===== src/rtl/approx_mul_seq.sv =====
// Sequential shift-add multiplier with an approximate mode that skips the K
// low multiplier bits, trading accuracy for W-K instead of W iteration cycles.
module approx_mul_seq #(
    parameter int W = 8,
    parameter int K = 2
) (
    input  logic             clk,
    input  logic             rst,
    input  logic             in_valid,
    output logic             in_ready,
    input  logic [W-1:0]     in_a,
    input  logic [W-1:0]     in_b,
    input  logic             in_approx,
    output logic             out_valid,
    input  logic             out_ready,
    output logic [2*W-1:0]   out_p,
    output logic             out_approx,
    output logic             busy
);

    if (W < 2 || W > 32 || K < 0 || K > W - 1) begin : g_param_check
        $error("approx_mul_seq: illegal parameters W=%0d K=%0d", W, K);
    end

    localparam int            IW   = $clog2(W) + 1;
    localparam logic [IW-1:0] LAST = IW'(W - 1);
    localparam logic [IW-1:0] KIDX = IW'(K);

    typedef enum logic [1:0] {
        IDLE = 2'd0,
        CALC = 2'd1,
        DONE = 2'd2
    } state_t;

    state_t            state_q, state_d;
    logic [W-1:0]      a_q, a_d;
    logic [W-1:0]      b_q, b_d;
    logic              mode_q, mode_d;
    logic [IW-1:0]     idx_q, idx_d;
    logic [2*W-1:0]    acc_q, acc_d;
    logic [2*W-1:0]    p_q, p_d;
    logic              pa_q, pa_d;

    logic [W-1:0]      b_sh;
    logic [2*W-1:0]    a_ext;
    logic [2*W-1:0]    partial;

    assign b_sh    = b_q >> idx_q;
    assign a_ext   = {{W{1'b0}}, a_q};
    assign partial = b_sh[0] ? (a_ext << idx_q) : '0;

    always_comb begin
        state_d = state_q;
        a_d     = a_q;
        b_d     = b_q;
        mode_d  = mode_q;
        idx_d   = idx_q;
        acc_d   = acc_q;
        p_d     = p_q;
        pa_d    = pa_q;
        case (state_q)
            IDLE: begin
                if (in_valid) begin
                    a_d     = in_a;
                    b_d     = in_b;
                    mode_d  = in_approx;
                    acc_d   = '0;
                    idx_d   = in_approx ? KIDX : '0;
                    state_d = CALC;
                end
            end
            CALC: begin
                // A*B < 2^(2W), so the running sum always fits the accumulator.
                acc_d = acc_q + partial;
                idx_d = idx_q + IW'(1);
                if (idx_q == LAST) begin
                    p_d     = acc_d;
                    pa_d    = mode_q;
                    state_d = DONE;
                end
            end
            DONE: begin
                if (out_ready) begin
                    state_d = IDLE;
                end
            end
            default: state_d = IDLE;
        endcase
    end

    always_ff @(posedge clk) begin
        if (rst) begin
            state_q <= IDLE;
            idx_q   <= '0;
            acc_q   <= '0;
            p_q     <= '0;
            pa_q    <= 1'b0;
        end else begin
            state_q <= state_d;
            idx_q   <= idx_d;
            acc_q   <= acc_d;
            p_q     <= p_d;
            pa_q    <= pa_d;
        end
    end

    // Operand registers only matter once loaded by an accept.
    always_ff @(posedge clk) begin
        a_q    <= a_d;
        b_q    <= b_d;
        mode_q <= mode_d;
    end

    assign in_ready   = (state_q == IDLE);
    assign out_valid  = (state_q == DONE);
    assign busy       = (state_q != IDLE);
    assign out_p      = p_q;
    assign out_approx = pa_q;

endmodule


===== config.mk =====
export PLATFORM = sky130hd
export DESIGN_NAME = approx_mul_seq
export DESIGN_NICKNAME = d
export VERILOG_FILES = /design/src/rtl/approx_mul_seq.sv
export SDC_FILE = /design/constraint.sdc
export NUM_CORES = 1
export LEC_CHECK = 0
export CAP_MARGIN = 40
export CORE_UTILIZATION = 45
export CTS_CLUSTER_DIAMETER = 200
export DETAILED_ROUTE_END_ITERATION = 12
export HOLD_SLACK_MARGIN = 0.08
export PLACE_DENSITY = 0.72
export REMOVE_ABC_BUFFERS = 1
export SKIP_LAST_GASP = 1
export SLEW_MARGIN = 20
export SYNTH_ARGS = -nofsm -noshare
export SYNTH_HDL_FRONTEND = slang
export SYNTH_SLANG_ARGS = --single-unit

===== constraint.sdc =====
create_clock -name clk -period 4.3 [get_ports clk]
set_input_delay 0.43 -clock clk [delete_from_list [all_inputs] [get_ports clk]]
set_output_delay 0.43 -clock clk [all_outputs]
set_load 0.005 [all_outputs]

=== Word-level counts from Yosys, hierarchy flattened ===
Index checks and enable logic that the tools add are counted.

* Bits in registers: 56
* Input port bits: 21
* Output and inout port bits: 20
* Logic and storage cells: 35

* $add $sub $neg: 2
* Eq/ne operators: 6
* Shifts and indexed selects: 2
* Muxes and demuxes: 10
* Reduce and logical (&&, ||, !) cells: 7

{| class="wikitable"
|+ Operator list
! operator !! number
|-
| 16-bit two-way mux || 2
|-
| 16-bit case mux with 2 select lines || 1
|-
| 16-bit adder || 1
|-
| 8-bit by 4-bit << shifter with 16-bit output || 1
|-
| 2-bit two-way mux || 4
|-
| 4-bit case mux with 2 select lines || 1
|-
| 8-bit by 4-bit >> shifter with 1-bit output || 1
|-
| 2-bit case mux with 3 select lines || 1
|-
| 2-bit AND reduction || 3
|-
| 4-bit by 1-bit adder with 4-bit output (second input constant) || 1
|-
| 4-bit by 3-bit equality test with 1-bit output (second input constant) || 1
|-
| 4-bit two-way mux || 1
|-
| 2-bit inequality test (second input constant) || 2
|-
| 2-bit nonzero test || 2
|-
| 3-bit AND reduction || 1
|-
| 2-bit by 1-bit equality test with 1-bit output (second input constant) || 1
|-
| 2-bit equality test (second input constant) || 1
|-
| 2-bit zero test || 1
|-
| 2-bit by 1-bit inequality test with 1-bit output (second input constant) || 1
|}

=== Longest topological paths before layout ===
* Depth in word-level cells: 4
* Depth in mapped cells: 15
* Gate-level depth less buffers: 13

=== Worst setup path before layout ===
OpenSTA, ideal clock, no wires.

* Kind: flip-flop to flip-flop
* From: register idx_q[0]
* To: register p_q[15], in the netlist out_p[15]
* Setup time: 0.135 ns
* Arrival time: 2.956 ns
* Data required time: 4.165 ns
* Slack: 1.209 ns
* Stages on the path, launching flop included: 15
* Buffers on the path: 3
* Clock period less this slack: 3.091 ns
* Path through: dfxtp_1 -> buf_4 -> mux4_2 -> mux2i_1 -> or2_2 -> clkbuf_1 -> nor2_1 -> ha_1 -> buf_4 -> nand2_1 -> o21ai_0 -> a2111o_1 -> o22ai_2 -> xor2_1 -> a211oi_2

* Word-level cells in the longest chain between the ends: 3
* Elaborated cells between the ends (all ways): 6
* Classes of those cells: 1 x add/sub; 1 x eq/ne; 2 x shift; 1 x mux; 1 x reduce/logical

{| class="wikitable"
|+ Ends and longest elaborated chain
! element !! line !! text
|-
| from (decl) || 39 || <nowiki>logic [IW-1:0] idx_q, idx_d;</nowiki>
|-
| from (signal assigned) || 100 || <nowiki>idx_q <= idx_d;</nowiki>
|-
| 8-bit by 4-bit << shifter with 16-bit output or 8-bit by 4-bit >> shifter with 1-bit output (tied branches) || 50, 48 ||
|-
| 16-bit two-way mux || 50 || <nowiki>assign partial = b_sh[0] ? (a_ext << idx_q) : '0;</nowiki>
|-
| 16-bit adder || 74 || <nowiki>acc_d = acc_q + partial;</nowiki>
|-
| to (signal assigned) || 102 || <nowiki>p_q <= p_d;</nowiki>
|-
| to (decl) || 41 || <nowiki>logic [2*W-1:0] p_q, p_d;</nowiki>
|}

Several ways; a longest one is shown, not always the timed one.
A chain may end at the register's enable or synchronous reset.

=== Worst setup path in the final report ===
Same ends and word-level chain as after synthesis.

==> impl_metrics.py <==
metrics = {
    "yosys": {
        "yosysWarnings": 0,
        "synth-main-ff-cell": "dfxtp_1",
        "synth_top_area_share_pct": 24.98,
        "postSynth.asyncResetShare_pct": 0,
        "synth.avg_cell_area_um2": 9.166,
        "synth_edf_count": 17,
        "ys_seq_area_share_pct": 41.31,
        "ys_types": 53,
        "synth_area_um2": 3125,
        "yosys_register_bits": 56,
        "yosysTopAreaCell": "dfxtp_1",
        "synth_area_leaders": "dfxtp_1, edfxtp_1, ha_1",
        "syn_inst": 341,
    },
    "pwr": {
        "peakVddDrop_mv": 0.1667,
        "pwr_density_cell_nw_per_um2": 294.9,
        "p_total_mw": 1.075,
        "power_leakage_nw": 1.377,
    },
    "clocking": {
        "cts.sinks": 56,
        "clockRootBuffer": "clkbuf_8",
        "cts_setup_buffers": 0,
        "cts_tree": "done",
        "clk_pin_slew_ps": 110,
        "cts_hold_buf": 0,
        "h-tree-depth": 2,
        "clkLatencyLatePin_ps": 330,
        "numCtsBuffers": 5,
        "cts_resized": 0,
        "clk_path_buf_depth": 2,
    },
    "worst_hold_path": {
        "hold_class": "flop to flop",
        "hold_end": "out_p[9]$_SDFFE_PP0P_",
        "min_from": "out_p[9]$_SDFFE_PP0P_",
        "hold_depth": 2,
    },
    "placement": {
        "portBuffers": 40,
        "place_area_um2": 3550,
        "place_inst": 443,
        "dpl.hpwl_mm": 4.749,
        "place.gp.congestion": 0.9171,
    },
    "cells_and_area": {
        "layout_common_cells": "nor2_1, clkdlybuf4s50_1, dfxtp_1",
        "drive_gt1_share_pct": 7.547,
        "final_common_cell": "nor2_1",
        "nets": 408,
        "synthToLayoutAreaGrowth_pct": 16.61,
        "n_antenna_cell": 0,
        "instances_no_fill": 451,
        "postLayoutCellArea_um2": 3645,
    },
    "timing": {
        "hold_violations": 0,
        "period_needed_ps": 3509,
        "setup_viol": 0,
        "rsz0062_at_grt": "false",
        "tns_ps": 0,
        "clock_skew_ps": 9.976,
        "max-slew-margin-rel_pct": 51.66,
        "max_freq_ghz": 0.2850,
        "final_max_slew_viol_count": 0,
        "fin_crit_sh_pct": 81.59,
        "worst_pin_slew_ps": 723.7,
    },
    "floorplan": {
        "ios": 41,
        "initial_core_util_pct": 46.26,
        "die_x_um": 85.34,
        "dieHeight_um": 85.34,
        "die_area_um2": 7283,
        "fp.coreArea_um2": 6756,
        "rows": 30,
    },
    "global_route": {
        "grt_pass1_vias": 2444,
        "grt_pass1_wl_mm": 11.10,
        "antenna_found_initial": 0,
        "grt_max_degree": 39,
        "overflow": 0,
        "grt_util_all_layers_pct": 19.18,
    },
    "drt": {
        "wl_per_cell_um": 14.50,
        "via_per_inst": 5.483,
        "routed_wl_mm": 6.541,
        "drc_errors": 0,
        "drt_iter0_markers": 228,
        "vias": 2473,
        "drtPass1Iterations": 4,
        "postRouteAntennaNets": 0,
    },
    "critical_path": {
        "cp-end-kind": "flop",
        "critical_path_class": "flop to flop",
        "startpoint_type": "flop",
        "crit_fanout": 18,
        "arrival_ps": 3710,
        "r2r-start": "idx_q[0]$_SDFFE_PP0P_",
        "r2r_cells": 11,
        "r2r_slack_ps": 790,
        "worstPathRequired_ps": 4500,
        "worst_r2r_endpoint": "out_p[15]$_SDFFE_PP0P_",
    },
    "flow_run": {
        "drv_cap": 0,
    },
    "status": {
        "outcome": "finished, final reports clean",
    },
}
-- critical path: stages (launching register included) --
cell and delay (ps):
dfxtp_1 760, mux4_2 620, mux2i_1 130, or2_2 190
a211oi_1 60, ha_1 390, a21oi_1 210, o21ai_0 140
a2111o_1 420, o22ai_2 190, xor2_1 190, a211oi_2 80
-- power by group --
| part | switching, mW | total (mW) | internal, mW |
|---|---|---|---|
| Combinational | 0.0997 | 0.179 | 0.0795 |
| Sequential | 0.0187 | 0.582 | 0.563 |
| Clock | 0.194 | 0.314 | 0.121 |
-- per-layer routing --
metal	routed length (um)	part of all wire, %	vias up	GRT usage, %
met4	115	1.8	0	7.273
met5	0	0	-	0
met2	3072	47	44	33.06
met3	269	4.1	11	3.502
met1	3084	47	1146	23.93
li1	-	-	1272	-
-- cell type report --
class,count,area [um2]
clock buffers,5,68.82
clock inverters,3,26.28
fillers,631,3112
inverters,10,37.54
multi-input cells,255,1705
flip-flops and latches,56,1291
well taps,80,100.1
repair buffers,42,415.4
-- kinds of logic (layout without fill, tap and decap cells) --
kind of cell,after synthesis,after routing,synth area share [%]
buffers and inverters,30,60,4.123
flip-flops,56,56,41.31
XOR/XNOR,14,14,3.923
AO/OA/AOI/OAI,91,91,20.54
adder cells (fa/ha/maj),17,17,7.046
AND/OR/NAND/NOR,118,118,17.25
multiplexers,15,15,5.805
-- sequential cells by signal, summed over array words and instances (netlist names) --
signal / flops
a_q: 8
acc_q: 16
b_q: 8
idx_q: 4
mode_q: 1
out_approx: 1
out_p: 16
state_q: 2
-- how the worst max path moves through the flow --
| stage | cells past startpoint | start | end | slack [ps] |
|---|---|---|---|---|
| floorplan | 11 | idx_q[0]$_SDFFE_PP0P_ | out_p[15]$_SDFFE_PP0P_ | 1100 |
| global placement | 11 | idx_q[0]$_SDFFE_PP0P_ | out_p[15]$_SDFFE_PP0P_ | 910 |
| detailed placement | 11 | idx_q[0]$_SDFFE_PP0P_ | out_p[15]$_SDFFE_PP0P_ | 840 |
| CTS | 11 | idx_q[0]$_SDFFE_PP0P_ | out_p[15]$_SDFFE_PP0P_ | 810 |
| global route | 11 | idx_q[0]$_SDFFE_PP0P_ | out_p[13]$_SDFFE_PP0P_ | 400 |
| finish | 11 | idx_q[0]$_SDFFE_PP0P_ | out_p[15]$_SDFFE_PP0P_ | 790 |
-- cell usage after synthesis (2+ instances only) --
cell type and instances:
nor3_1 4, a21oi_1 32, o21ai_0 8, mux2i_1 8, a211o_1 2, dfxtp_1 39
buf_2 4, inv_1 10, nor2b_1 7, a211oi_1 8, or2_2 3, xor2_1 6
o21ai_1 2, nand3_1 8, and3_1 3, clkbuf_1 12, edfxtp_1 17, buf_4 3
nand2b_1 2, nand2_1 37, xnor2_1 8, ha_1 16, o21a_1 4, mux4_2 2
and2b_1 2, a31oi_1 4, nor3b_1 6, a21oi_2 2, a22o_1 7, mux2_2 5
nor2_1 42, a22oi_1 4, a21o_1 4
-- stage by stage --
step / hold WS [ps] / setup WS [ps] / util (%)
after floorplan: 431.8 / 1100 / -
after global placement: 442.8 / 910.5 / 52.54
after detailed placement: 446.9 / 837.9 / 52.54
after CTS: 461.7 / 805.8 / 53.94
after global routing: 474.3 / 398.3 / 53.94
final: 457.6 / 791.5 / 53.94
Power figures use the tool's default switching activity.
